<file path="src/rtl/freq_meter.sv">
// Input-frequency meter: counts synchronized rising edges of sigin per gate window and
// measures the period of the most recent input cycle in clk cycles.
module freq_meter #(
   parameter int unsigned CLK_HZ      = 20_000_000,
   parameter int unsigned GATE_CYCLES = 20_000_000,
   parameter int unsigned PER_W       = 26
) (
   input  logic             clk,
   input  logic             rst,
   input  logic             sigin,
   output logic [30:0]      hz,
   output logic             hz_valid,
   output logic [PER_W-1:0] period,
   output logic             period_valid,
   output logic             no_signal
);

   localparam int unsigned GateW = (GATE_CYCLES > 1) ? $clog2(GATE_CYCLES) : 1;
   localparam logic [GateW-1:0] GateLast = GateW'(GATE_CYCLES - 1);
   localparam logic [30:0] EdgeMax = '1;
   localparam logic [PER_W-1:0] PerMax = '1;
   localparam logic [PER_W-1:0] PerOne = PER_W'(1);

   if (CLK_HZ == 0 || GATE_CYCLES == 0 || PER_W < 2) begin : g_param_check
      $error("freq_meter: CLK_HZ and GATE_CYCLES must be non-zero and PER_W at least 2");
   end

   typedef enum logic [0:0] {
      StIdle,
      StMeasure
   } state_e;

   // Synchronizer and edge detector
   logic s1_q, s2_q, s3_q;
   logic rise;

   always_ff @(posedge clk or posedge rst) begin
      if (rst) begin
         s1_q <= 1'b0;
         s2_q <= 1'b0;
         s3_q <= 1'b0;
      end else begin
         s1_q <= sigin;
         s2_q <= s1_q;
         s3_q <= s2_q;
      end
   end

   assign rise = s2_q & ~s3_q;

   // Gate path
   logic [GateW-1:0] gate_cnt_q, gate_cnt_d;
   logic [30:0]      edge_cnt_q, edge_cnt_d;
   logic [30:0]      edge_sum;
   logic [30:0]      hz_q, hz_d;
   logic             hz_valid_q, hz_valid_d;
   logic             gate_end;

   assign gate_end = (gate_cnt_q == GateLast);

   always_comb begin
      gate_cnt_d = gate_cnt_q + GateW'(1);
      edge_cnt_d = edge_cnt_q;
      hz_d       = hz_q;
      hz_valid_d = 1'b0;
      // Saturating sum also feeds hz so an edge in the closing cycle is kept in its window
      edge_sum   = (rise && (edge_cnt_q != EdgeMax)) ? edge_cnt_q + 31'd1 : edge_cnt_q;
      if (gate_end) begin
         gate_cnt_d = '0;
         edge_cnt_d = '0;
         hz_d       = edge_sum;
         hz_valid_d = 1'b1;
      end else begin
         edge_cnt_d = edge_sum;
      end
   end

   always_ff @(posedge clk or posedge rst) begin
      if (rst) begin
         gate_cnt_q <= '0;
         edge_cnt_q <= '0;
         hz_q       <= '0;
         hz_valid_q <= 1'b0;
      end else begin
         gate_cnt_q <= gate_cnt_d;
         edge_cnt_q <= edge_cnt_d;
         hz_q       <= hz_d;
         hz_valid_q <= hz_valid_d;
      end
   end

   // Period path
   state_e           state_q, state_d;
   logic [PER_W-1:0] per_cnt_q, per_cnt_d;
   logic [PER_W-1:0] period_q, period_d;
   logic             period_valid_q, period_valid_d;
   logic             no_signal_q, no_signal_d;

   always_comb begin
      state_d        = state_q;
      per_cnt_d      = per_cnt_q;
      period_d       = period_q;
      period_valid_d = 1'b0;
      no_signal_d    = no_signal_q;
      unique case (state_q)
         StIdle: begin
            per_cnt_d = '0;
            if (rise) begin
               state_d   = StMeasure;
               per_cnt_d = PerOne;
            end
         end
         StMeasure: begin
            // A rise on the timeout cycle still reports the full-scale period
            if (rise) begin
               period_d       = per_cnt_q;
               period_valid_d = 1'b1;
               no_signal_d    = 1'b0;
               per_cnt_d      = PerOne;
            end else if (per_cnt_q == PerMax) begin
               state_d     = StIdle;
               no_signal_d = 1'b1;
               per_cnt_d   = '0;
            end else begin
               per_cnt_d = per_cnt_q + PerOne;
            end
         end
         default: begin
            state_d   = StIdle;
            per_cnt_d = '0;
         end
      endcase
   end

   always_ff @(posedge clk or posedge rst) begin
      if (rst) begin
         state_q        <= StIdle;
         per_cnt_q      <= '0;
         period_q       <= '0;
         period_valid_q <= 1'b0;
         no_signal_q    <= 1'b1;
      end else begin
         state_q        <= state_d;
         per_cnt_q      <= per_cnt_d;
         period_q       <= period_d;
         period_valid_q <= period_valid_d;
         no_signal_q    <= no_signal_d;
      end
   end

   assign hz           = hz_q;
   assign hz_valid     = hz_valid_q;
   assign period       = period_q;
   assign period_valid = period_valid_q;
   assign no_signal    = no_signal_q;

endmodule
</file>
<file path="config.mk">
export PLATFORM = sky130hd
export DESIGN_NAME = freq_meter
export DESIGN_NICKNAME = d
export VERILOG_FILES = /design/src/rtl/freq_meter.sv
export SDC_FILE = /design/constraint.sdc
export NUM_CORES = 1
export LEC_CHECK = 0
export CELL_PAD_IN_SITES_DETAIL_PLACEMENT = 2
export CELL_PAD_IN_SITES_GLOBAL_PLACEMENT = 2
export CORE_MARGIN = 2
export CORE_UTILIZATION = 40
export CTS_CLUSTER_SIZE = 25
export DETAILED_ROUTE_END_ITERATION = 8
export PLACE_DENSITY = 0.84
export SLEW_MARGIN = 40
export SYNTH_ARGS = -nofsm -noshare
export SYNTH_HDL_FRONTEND = slang
export SYNTH_SLANG_ARGS = --single-unit
export TNS_END_PERCENT = 50
</file>
<file path="constraint.sdc">
create_clock -name clk -period 12.4 [get_ports clk]
set_clock_uncertainty 0.1 [all_clocks]
set_input_delay 3.1 -clock clk [delete_from_list [all_inputs] [get_ports clk]]
set_output_delay 3.1 -clock clk [all_outputs]
set_load 0.03 [all_outputs]
</file>
==> results of run 1 <==
-- placed cells by master (no fill, tap or decap), types with 2 or more instances in the layout --
master                            Yosys  layout
sky130_fd_sc_hd__dfrtp_1            145     145
sky130_fd_sc_hd__nor2_1              84      84
sky130_fd_sc_hd__nand2_1             66      65
sky130_fd_sc_hd__clkdlybuf4s50_1      0      62
sky130_fd_sc_hd__xor2_1              38      38
sky130_fd_sc_hd__nand3_1             36      35
sky130_fd_sc_hd__xnor2_1             32      32
sky130_fd_sc_hd__mux2_2              26      26
sky130_fd_sc_hd__o21ai_1             20      20
sky130_fd_sc_hd__and3_1              19      19
sky130_fd_sc_hd__clkbuf_16            0      17
sky130_fd_sc_hd__nand4_1             16      16
sky130_fd_sc_hd__o21ai_0             15      15
sky130_fd_sc_hd__nor3_1              14      14
sky130_fd_sc_hd__and4_1              12      12
sky130_fd_sc_hd__inv_1                8       7
sky130_fd_sc_hd__and2_1               5       5
sky130_fd_sc_hd__clkbuf_8             0       5
sky130_fd_sc_hd__bufinv_16            0       5
sky130_fd_sc_hd__nor4_1               4       4
sky130_fd_sc_hd__nand2b_1             4       4
sky130_fd_sc_hd__ha_1                 3       3
sky130_fd_sc_hd__clkinv_2             0       3
sky130_fd_sc_hd__mux2i_1              2       2
sky130_fd_sc_hd__a22o_1               2       2
sky130_fd_sc_hd__a21oi_1              2       2
sky130_fd_sc_hd__or3_1                2       2
sky130_fd_sc_hd__buf_4                0       2
-- worst max-delay path by stage --
stage | endpoint | cells past startpoint | slack [ps] | from
after floorplan | edge_cnt_q[0]$_DFF_PP0_ | 1 | 5280 | rst
after global placement | gate_cnt_q[10]$_DFF_PP0_ | 3 | 7280 | rst
after detailed placement | gate_cnt_q[10]$_DFF_PP0_ | 3 | 7200 | rst
after CTS | no_signal | 1 | 7550 | no_signal$_DFFE_PP1P_
after global routing | no_signal | 1 | 7520 | no_signal$_DFFE_PP1P_
final | no_signal | 1 | 7570 | no_signal$_DFFE_PP1P_
-- layout make-up --
type	count	share of cell area, %
timing repair buffer	65	8.26
inverter	9	0.495
clock buffer	23	6.36
tap	211	3.37
multi-input combinational	418	32.6
clock inverter	9	2.22
sequential	146	46.7
-- power by group through the flow --
| stage | combinational [mW] | clock, mW | sequential [mW] |
|---|---|---|---|
| floorplan | 0.0433 | 0 | 0.532 |
| global placement | 0.0777 | 0 | 0.525 |
| detailed placement | 0.0809 | 0 | 0.528 |
| CTS | 0.0849 | 0.596 | 0.521 |
| global route | 0.0927 | 0.614 | 0.523 |
| finish | 0.0829 | 0.585 | 0.521 |
-- worst register-to-register path, stage by stage, from the launching register on --
cell and delay (ps):
sky130_fd_sc_hd__dfrtp_1 460, sky130_fd_sc_hd__ha_1 330, sky130_fd_sc_hd__nand4_1 380, sky130_fd_sc_hd__or3b_2 850, sky130_fd_sc_hd__clkinv_1 280, sky130_fd_sc_hd__nor2_1 70
sky130_fd_sc_hd__a21oi_1 110
-- state kept, by name (all words and copies together), names as in the netlist, 25 cells and up --
| register | count |
|---|---|
| edge_cnt_q | 31 |
| gate_cnt_q | 25 |
| hz | 31 |
| per_cnt_q | 26 |
| period | 26 |
-- cells in the mapped netlist, types with 2 or more instances --
library cell | n | area share (%)
sky130_fd_sc_hd__and4_1 | 12 | 1.7
sky130_fd_sc_hd__buf_6 | 3 | 0.53
sky130_fd_sc_hd__and2_1 | 5 | 0.49
sky130_fd_sc_hd__a21oi_1 | 2 | 0.16
sky130_fd_sc_hd__nor2_1 | 84 | 5.0
sky130_fd_sc_hd__a22o_1 | 2 | 0.28
sky130_fd_sc_hd__and3_1 | 19 | 1.9
sky130_fd_sc_hd__ha_1 | 3 | 0.59
sky130_fd_sc_hd__nand3_1 | 36 | 2.8
sky130_fd_sc_hd__nand4_1 | 16 | 1.6
sky130_fd_sc_hd__buf_2 | 7 | 0.55
sky130_fd_sc_hd__dfrtp_1 | 145 | 57
sky130_fd_sc_hd__o21ai_1 | 20 | 1.6
sky130_fd_sc_hd__nand2_1 | 66 | 3.9
sky130_fd_sc_hd__mux2i_1 | 2 | 0.32
sky130_fd_sc_hd__or3_1 | 2 | 0.20
sky130_fd_sc_hd__nand2b_1 | 4 | 0.40
sky130_fd_sc_hd__xor2_1 | 38 | 5.3
sky130_fd_sc_hd__inv_1 | 8 | 0.47
sky130_fd_sc_hd__nor4_1 | 4 | 0.40
sky130_fd_sc_hd__clkbuf_1 | 8 | 0.47
sky130_fd_sc_hd__nor3_1 | 14 | 1.1
sky130_fd_sc_hd__o21ai_0 | 15 | 1.2
sky130_fd_sc_hd__xnor2_1 | 32 | 4.4
sky130_fd_sc_hd__mux2_2 | 26 | 4.6
-- cell families after synthesis --
logic type	after synthesis
AND/OR/NAND/NOR	272
multiplexers	28
adder cells (fa/ha/maj)	3
flip-flops	146
AO/OA/AOI/OAI	45
XOR/XNOR	70
buffers and inverters	27
-- per-layer routing --
metal	vias up	track usage, %
met5	-	0
met4	0	6.96
met3	16	4.02
met2	71	41.1
met1	2457	27.5
li1	2142	-
==> reports/results.md, run 1 <==
| Item | Reported |
|---|---|
| Number of synthesized flops with an enable pin | 0 |
| DR top layer | met4 |
| Reg-to-reg slack, setup | 9750 ps |
| Slew @ Worst Pin | 698 ps |
| Critical-path cell list | clkdlybuf4s50_1 |
| Area growth from synthesis to layout | 23.8% |
| Max-cap violations | 0 |
| Flop and latch count out of synthesis | 146 |
| Starting utilization of the core area | 41.3% |
| Yosys cell types | 43 |
| Leftover overflow at the end of global routing | 0 |
| Required time at the worst-slack endpoint | 9200 ps |
| Share of synthesized flip-flops with an asynchronous set or reset | 100% |
| Post-Place Setup Slack | 7200 ps |
| Global router's overall resource usage | 22.7% |
| Placed wire-length estimate | 11000 um |
| Min setup slack post-route | 7570 ps |
| Count of buffers added by post-CTS timing repair for setup | 0 |
| Comb power frac | 7.0% |
| Fin area | 7830 um2 |
| Post-synthesis mux area share | 4.95% |
| H-Tree Level Count | 4 |
| Worst r2r src | gate_cnt_q[0]$_DFF_PP0_ |
| Count of antenna-violating nets left after detailed routing | 0 |
| DRT iter0 DRCs | 161 |
| Area share of xor/xnor cells in the synthesized design | 9.69% |
| Clk_lat worst skew | 430 ps |
| Switching share of power | 23.2% |
| Number of global-route vias before repair | 5363 |
| Crit Path Class | reg2out |
| Post-Route WL | 17500 um |
| Final hold slack | 256 ps |
| Capture instance of the worst register-to-register path | hz[1]$_DFFE_PP0P_ |
| Number of vias after detailed routing | 4686 |
| Number of buffer cells added on primary ports | 62 |
| Simple-gate portion of the synthesized area | 21.0% |
| Initial DRT Pass Iterations | 6 |
| Clock tree from TritonCTS | yes |
| Routability Congestion | 0.815 |
| Internal | 0.912 mW |
| Number of buffers inserted during clock tree synthesis | 17 |
| Floorplan core area | 15300 um2 |
| Total area of multi-input combinational cells | 2550 um2 |
| Outcome | finished, final reports clean |
| # fillers | 1551 |
| Clock power share | 49.2% |
| Count of warnings emitted by yosys | 0 |
| RSZ-0062 raised after global routing | false |
| Fraction of layout instances using a drive strength above 1 | 10.4% |
| Maximum net fanout on the critical path | 3 |
| Wire length of the first global-routing pass | 29300 um |
| Data arrival at the endpoint of the critical path | 1630 ps |
| Number of endpoints with negative hold slack in the final report | 0 |
| Finish-stage setup viols | 0 |
| Slowest stage cell on the critical path | sky130_fd_sc_hd__clkdlybuf4s50_1 |
| Pin count of the biggest net entering global routing | 79 |
| Share of power burned in registers | 43.8% |
| Cell leakage power | 3.52 nW |
| Post-layout min period | 4830 ps |
| Leading register cell type out of synthesis | sky130_fd_sc_hd__dfrtp_1 |
| Worst hold stages | 0 |
| Cts repair resizes | 0 |
| Boundary pin count | 63 |
| Number of nets in the final layout | 663 |
| Synthesized netlist net count | 597 |
| Number of antenna cells inserted | 0 |
| Chip Height | 130 um |
| Pins over their slew limit | 0 |
| Mapped cell area | 6320 um2 |
| Setup TNS after final layout | 0 ps |
| Floorplan die area | 16800 um2 |
| Fraction of the cycle the final worst path needs | 38.9% |
| Buffers from clock root to sink, at most | 2 |
| Kind of cell with the highest combined delay on the critical path | buffers and inverters |
| Detailed route wirelength on metal2 | 9440 um |
| Cell depth of the worst flop-to-flop path | 6 |
| Clock Tree Root | sky130_fd_sc_hd__clkbuf_16 |
| Post-Synthesis Mean Instance Area | 10.7 um2 |
| Syn Inst Count | 591 |
| End of the worst hold path | s2_q$_DFF_PP0_ |
| Routed length on met1 | 7490 um |
| Worst hold-check path type | reg2reg |
| Part of the Yosys area used for sequential elements | 57.8% |
| Clock transition at the registers of the reported paths | 60 ps |
| Highest ir drop seen on vdd | 0.0000952 V |
| Cell area after placement | 7150 um2 |
| Die Width | 130 um |
| PwrDens | 152 nW/um2 |
| Start point of the worst hold path | s1_q$_DFF_PP0_ |
| Startpoint Class | flop |
| Avg WL per Cell | 19.8 um |
| Maximum clock rate | 0.207 GHz |
| Final std cells w/o fill | 881 |
| Number of vias per cell | 5.32 |
| Share of the core filled with cells | 51.1% |
| Detailed route wirelength on metal3 | 363 um |
| Peak per-stage delay on the critical path | 660 ps |
| Normalized max-slew margin | 53.5% |
| DRC | 0 |
| WP buf/inv | 1 |
| CP endpoint kind | output pin |
| Count of clock tree sinks | 146 |
| FP Rows | 45 |
| Post-synthesis compound-gate area fraction | 3.92% |
| Initial antenna violation count | 0 |
| Flip-flop and latch area | 3650 um2 |
| Cells after DPL | 849 |
| # hold bufs at CTS | 0 |
| Net switching power | 0.276 mW |
| Final Power | 1.19 mW |
| Post-synthesis share of cell area spent on full adders, half adders and majority gates | 0.593% |
| Combinational family with the most area after synthesis | simple AND/OR/NAND/NOR gates |
No activity file was read; power rests on OpenSTA's default activity.
==> inputs of run 2 (changes only) <==
CORE_UTILIZATION = 34   (was 40)
PLACE_DENSITY = 0.76   (was 0.84)
clock period = 4.1 ns   (was 12.4 ns; I/O delays follow)
==> run 2 against run 1 <==
Against the previous run: critical path depth unchanged; global-route usage is 4.1 points lower; register-to-register slack worse by 8400 ps; hold slack improved by 4.2 ps; largest power group unchanged.
==> reports/results.md, run 2 (synthesized netlist as in run 1, its figures left out) <==
| Item | Reported | Delta |
|---|---|---|
| Startpoint Class | flop |  |
| Floorplan die area | 19700 um2 | +17% |
| CP endpoint kind | output pin |  |
| Number of endpoints with negative hold slack in the final report | 0 | unchanged |
| DRT iter0 DRCs | 153 | -5.0% |
| Buffers from clock root to sink, at most | 2 | unchanged |
| H-Tree Level Count | 4 | unchanged |
| Post-layout min period | 2790 ps |  |
| Pins over their slew limit | 0 | unchanged |
| # hold bufs at CTS | 0 | unchanged |
| Final hold slack | 260 ps | +4.21 ps |
| Global-route track usage on met2 | 32.8% | -8.2 points |
| Crit Path Class | reg2out |  |
| Count of antenna-violating nets left after detailed routing | 0 | unchanged |
| Maximum clock rate | 0.359 GHz |  |
| Global router's overall resource usage | 18.6% | -4.1 points |
| Number of vias after detailed routing | 4680 | -0.13% |
| Cell area after placement | 7210 um2 | +0.75% |
| Floorplan core area | 18100 um2 | +18% |
| Number of antenna cells inserted | 0 | unchanged |
| Fraction of layout instances using a drive strength above 1 | 10.3% | -0.20 points |
| Global routing met3 resource utilization | 3.38% | -0.63 points |
| Initial DRT Pass Iterations | 4 | -2 |
| Die Width | 140 um | +8.2% |
| Clock transition at the registers of the reported paths | 60 ps | about the same |
| Leftover overflow at the end of global routing | 0 | unchanged |
| Required time at the worst-slack endpoint | 2970 ps | -6230 ps |
| Boundary pin count | 63 | unchanged |
| Number of buffers inserted during clock tree synthesis | 17 | unchanged |
| Wire length of the first global-routing pass | 28900 um | -1.4% |
| Max-cap violations | 0 | unchanged |
| Placed wire-length estimate | 11400 um | +3.0% |
| Setup TNS after final layout | 0 ps | unchanged |
| Pin count of the biggest net entering global routing | 147 | +86% |
| Clock Tree Root | sky130_fd_sc_hd__clkbuf_16 |  |
| Count of clock tree sinks | 146 | unchanged |
| RSZ-0062 raised after global routing | false |  |
| Routability Congestion | 0.757 | -7.0% |
| Met1 track demand over resource in global routing | 23.0% | -4.5 points |
| Area growth from synthesis to layout | 24.1% |  |
| Avg WL per Cell | 19.0 um | -4.4% |
| Share of the core filled with cells | 43.4% | -7.7 points |
| Cell leakage power | 3.50 nW | -0.52% |
| Kind of cell with the highest combined delay on the critical path | buffers and inverters |  |
| FP Rows | 49 | +8.9% |
| Fin area | 7850 um2 | +0.22% |
| Reg-to-reg slack, setup | 1310 ps | -8440 ps |
| Initial antenna violation count | 0 | unchanged |
| Slowest stage cell on the critical path | sky130_fd_sc_hd__clkdlybuf4s50_1 |  |
| Start point of the worst hold path | s1_q$_DFF_PP0_ |  |
| Path length in cells of the critical path | 1 | unchanged |
| DRC | 0 | unchanged |
| Number of vias per cell | 5.19 | -2.5% |
| Outcome | finished, final reports clean |  |
| Cts repair resizes | 0 | unchanged |
| Finish-stage setup viols | 0 | unchanged |
| Slew @ Worst Pin | 683 ps | -14.6 ps |
| Data arrival at the endpoint of the critical path | 1660 ps | +30 ps |
| Crit. Startpoint | no_signal$_DFFE_PP1P_ |  |
| Worst hold-check path type | reg2reg |  |
| Clk_lat worst skew | 430 ps | about the same |
| Starting utilization of the core area | 35.0% | -6.3 points |
| Normalized max-slew margin | 54.1% | +0.62 points |
| Count of buffers added by post-CTS timing repair for setup | 0 | unchanged |
| Fraction of the cycle the final worst path needs | 68.0% |  |
| Most common cell after layout, fill and taps aside | sky130_fd_sc_hd__dfrtp_1 |  |
| Peak per-stage delay on the critical path | 670 ps | about the same |
| Worst r2r src | edge_cnt_q[21]$_DFF_PP0_ |  |
| Maximum net fanout on the critical path | 3 | unchanged |
| Most frequent cells in the layout | sky130_fd_sc_hd__dfrtp_1 (145), sky130_fd_sc_hd__nor2_1 (84), sky130_fd_sc_hd__nand2_1 (66) |  |
| Highest ir drop seen on vdd | 0.000302 V | +220% |
| Post-Route WL | 17100 um | -2.1% |
| Worst hold stages | 0 | unchanged |
| Clock tree from TritonCTS | yes |  |
| Number of buffer cells added on primary ports | 62 | unchanged |
| Layer with the highest usage after global routing | met2 |  |
| Number of global-route vias before repair | 5304 | -1.1% |
| Number of nets in the final layout | 667 | +0.60% |
| Cell depth of the worst flop-to-flop path | 6 | unchanged |
| Critical-path cell list | clkdlybuf4s50_1 |  |
| PwrDens | 440 nW/um2 | +190% |
| WP buf/inv | 1 | unchanged |
| Chip Height | 140 um | +8.2% |
==> run 2: cell count changes in the layout (fill, tap and decap cells not counted), moves of 2 or more <==
cell                         change
sky130_fd_sc_hd__bufinv_16       -2
sky130_fd_sc_hd__clkinvlp_4      +4
sky130_fd_sc_hd__buf_4           +3
sky130_fd_sc_hd__clkinv_2        -2
==> run 2: cell type report <==
class                           count  area [um2]
Clock buffer                       23         488
Multi-Input combinational cell    418        2550
Timing Repair Buffer               69         706
Fill cell                        1831       10200
Sequential cell                   146        3650
Clock inverter                      8         126
Inverter                            9        37.5
Tap cell                          229         287
==> run 2: path summary, 6_finish.rpt <==
kind	to
min	s2_q$_DFF_PP0_
min reg2reg	s2_q$_DFF_PP0_
min in group asynchronous	per_cnt_q[5]$_DFF_PP0_
max in group asynchronous	hz[6]$_DFFE_PP0P_
max reg2reg	hz[1]$_DFFE_PP0P_
max	no_signal
==> run 2: stage by stage <==
stage | instances | setup WS [ps] | total power, mW
6_report | 902 | 1310 | 3.46
4_1_cts | 901 | 1290 | 3.49
2_1_floorplan | 591 | 1140 | 1.74
5_1_grt | 902 | 1080 | 3.59
3_5_place_dp | 870 | 1350 | 1.85
3_3_place_gp | 870 | 1470 | 1.83
==> run 2: report_power, final <==
group / switching, mW / leakage (nW) / internal, mW / total [mW]
sequential: 0.0681 / 1.99 / 1.50 / 1.57
clock: 0.610 / 0.291 / 1.02 / 1.63
combinational: 0.155 / 1.22 / 0.101 / 0.256
==> run 2: routing by layer <==
layer  part of all wire (%)  wire length (um)
met1                     45              7650
met5                      0                 0
met3                    2.2               369
met2                     52              8830
met4                    1.6               271
==> inputs of run 3 (changes only) <==
clock period = 2.4 ns   (was 4.1 ns; I/O delays follow)
==> run 3 against run 2 <==
Against the previous run: core utilization is 0.71 points higher; via count grew 0.71%; hold slack better by 6.4 ps; global-route usage barely moved; register-to-register slack got worse by 1200 ps; critical path depth unchanged; design area rose by 1.6%; cell count increased by 1.4%; sequential power is 71% higher; power increased by 68%; count of clock-buffer cells in the layout shrank 3; sequential cell count stayed put.
==> reports/results.md, run 3 (synthesized netlist as in run 1, its figures left out) <==
| Item | Reported | Delta |
|---|---|---|
| Outcome | finished, final reports clean |  |
| Internal | 4.35 mW | +66% |
| Avg WL per Cell | 18.8 um | -1.0% |
| Clock Tree Root | sky130_fd_sc_hd__clkbuf_16 |  |
| Clock power share | 46.2% | -0.9 points |
| Finish-stage setup viols | 0 | unchanged |
| Clk_lat worst skew | 430 ps | about the same |
| # hold bufs at CTS | 0 | unchanged |
| Leftover overflow at the end of global routing | 0 | unchanged |
| Count of clock tree sinks | 146 | unchanged |
| Share of power burned in registers | 46.2% | +0.7 points |
| Routability Congestion | 0.775 | +2.4% |
| Clock transition at the registers of the reported paths | 60 ps | about the same |
| Post-Place Setup Slack | 39.5 ps | -1310 ps |
| Critical-path cell list | clkdlybuf4s50_1 |  |
| Min setup slack post-route | 45.9 ps | -1270 ps |
| Peak per-stage delay on the critical path | 680 ps | about the same |
| Reg-to-reg slack, setup | 140 ps | -1170 ps |
| Global router's overall resource usage | 18.6% | about the same |
| Number of endpoints with negative hold slack in the final report | 0 | unchanged |
| Routed length on met1 | 7310 um | -4.4% |
| Clock tree from TritonCTS | yes |  |
| Cell leakage power | 3.58 nW | +2.2% |
| Post-layout min period | 2350 ps |  |
| Maximum net fanout on the critical path | 3 | unchanged |
| Floorplan die area | 19700 um2 | unchanged |
| Pin count of the biggest net entering global routing | 81 | -45% |
| Startpoint Class | flop |  |
| Data arrival at the endpoint of the critical path | 1650 ps | about the same |
| Slew @ Worst Pin | 525 ps | -158 ps |
| Detailed route wirelength on metal3 | 423 um | +15% |
| Boundary pin count | 63 | unchanged |
| Number of vias per cell | 5.15 | -0.73% |
| Worst hold-check path type | reg2reg |  |
| Most common cell after layout, fill and taps aside | sky130_fd_sc_hd__dfrtp_1 |  |
| Crit Path Class | reg2out |  |
| Path length in cells of the critical path | 1 | unchanged |
| Initial antenna violation count | 0 | unchanged |
| CP endpoint kind | output pin |  |
| Crit. Startpoint | no_signal$_DFFE_PP1P_ |  |
| Worst r2r src | gate_cnt_q[17]$_DFF_PP0_ |  |
| DRC | 0 | unchanged |
| PwrDens | 728 nW/um2 | +65% |
| Fraction of the cycle the final worst path needs | 98.1% |  |
| Number of nets in the final layout | 679 | +1.8% |
| Floorplan core area | 18100 um2 | unchanged |
| Most frequent cells in the layout | sky130_fd_sc_hd__dfrtp_1 (144), sky130_fd_sc_hd__nor2_1 (84), sky130_fd_sc_hd__nand2_1 (66) |  |
| Crit path to | no_signal |  |
| Initial DRT Pass Iterations | 4 | unchanged |
| Highest ir drop seen on vdd | 0.000431 V | +43% |
| Wire length of the first global-routing pass | 28900 um | about the same |
| Final std cells w/o fill | 915 | +1.4% |
| Required time at the worst-slack endpoint | 1700 ps | -1270 ps |
| FP Rows | 49 | unchanged |
| Count of buffers added by post-CTS timing repair for setup | 0 | unchanged |
| Starting utilization of the core area | 35.0% | unchanged |
| Kind of cell with the highest combined delay on the critical path | buffers and inverters |  |
| Cell depth of the worst flop-to-flop path | 7 | +1 |
| Normalized max-slew margin | 64.8% | +11 points |
| Slowest stage cell on the critical path | sky130_fd_sc_hd__clkdlybuf4s50_1 |  |
| Net switching power | 1.46 mW | +75% |
| Capture instance of the worst register-to-register path | hz[17]$_DFFE_PP0P_ |  |
| Switching share of power | 25.1% | +0.98 points |
| H-Tree Level Count | 4 | unchanged |
| Area growth from synthesis to layout | 26.1% |  |
| Fraction of layout instances using a drive strength above 1 | 13.0% | +2.7 points |
| Max-cap violations | 0 | unchanged |
| Chip Height | 140 um | unchanged |
| Buffers from clock root to sink, at most | 2 | unchanged |
| Number of buffer cells added on primary ports | 62 | unchanged |
| Die Width | 140 um | unchanged |
| Fin area | 7980 um2 | +1.6% |
| Number of antenna cells inserted | 0 | unchanged |
| Cells after DPL | 883 | +1.5% |
| WP buf/inv | 1 | unchanged |
| Maximum clock rate | 0.425 GHz |  |
| Pins over their slew limit | 0 | unchanged |
| Comb power frac | 7.6% | +0.2 points |
| Count of antenna-violating nets left after detailed routing | 0 | unchanged |
| Number of vias after detailed routing | 4713 | +0.71% |
| Cell area after placement | 7350 um2 | +2.0% |
| Post-Route WL | 17200 um | +0.40% |
| Number of global-route vias before repair | 5371 | +1.3% |
| DRT iter0 DRCs | 139 | -9.2% |
| Placed wire-length estimate | 11600 um | +1.5% |
| DR top layer | met4 |  |
| Number of buffers inserted during clock tree synthesis | 17 | unchanged |
| Detailed route wirelength on metal2 | 9220 um | +4.4% |
## run 3: cell types whose count changed in the layout (fill, tap and decap cells not counted), sizes merged
| cell | before | now |
|---|---|---|
| bufinv | 3 | 2 |
| inv | 7 | 8 |
| clkinv | 3 | 6 |
| buf | 7 | 19 |
| clkbuf | 23 | 20 |
| clkinvlp | 4 | 5 |
## run 3: layout make-up
cell class	instances	area, um2
inverters	9	37.5
well taps	229	287
clock buffers	20	467
repair buffers	81	826
multi-input cells	418	2570
flip-flops and latches	146	3660
fillers	1823	10100
clock inverters	12	131
## run 3: how the worst min path moves through the flow
stage                   start             end  slack (ps)  depth (start not counted)
2_1_floorplan  s1_q$_DFF_PP0_  s2_q$_DFF_PP0_         230                          0
3_3_place_gp   s1_q$_DFF_PP0_  s2_q$_DFF_PP0_         250                          0
3_5_place_dp   s1_q$_DFF_PP0_  s2_q$_DFF_PP0_         240                          0
4_1_cts        s1_q$_DFF_PP0_  s2_q$_DFF_PP0_         260                          0
5_1_grt        s1_q$_DFF_PP0_  s2_q$_DFF_PP0_         280                          0
6_report       s1_q$_DFF_PP0_  s2_q$_DFF_PP0_         270                          0
## run 3: what timing repair did
item,4_1_cts,5_1_grt
resized for setup,1,6
pin swaps,0,0
setup endpoints to repair,1,32
endpoints found under the hold margin,0,0
## run 3: metal layers
| layer | up-vias | global-route usage, % |
|---|---|---|
| li1 | 2182 | - |
| met1 | 2446 | 22.6 |
| met2 | 65 | 33.2 |
| met3 | 20 | 4.10 |
| met4 | 0 | 5.21 |
| met5 | - | 0 |
## run 3: per-stage QoR
stage	TNS, ps	hold slack (ps)	total power, mW	util [%]
4_1_cts	0	262	5.90	44.0
6_report	0	267	5.81	44.1
3_5_place_dp	0	243	3.17	40.6
3_3_place_gp	0	247	3.13	40.6
2_1_floorplan	-19170	231	2.97	-
5_1_grt	-104	280	6.05	44.1
## run 3: power groups by stage
stage | registers (mW) | clock network (mW) | logic (mW)
after floorplan | 2.75 | 0 | 0.224
after global placement | 2.71 | 0 | 0.421
after detailed placement | 2.72 | 0 | 0.447
after CTS | 2.68 | 2.76 | 0.459
after global routing | 2.70 | 2.86 | 0.490
final | 2.68 | 2.68 | 0.444
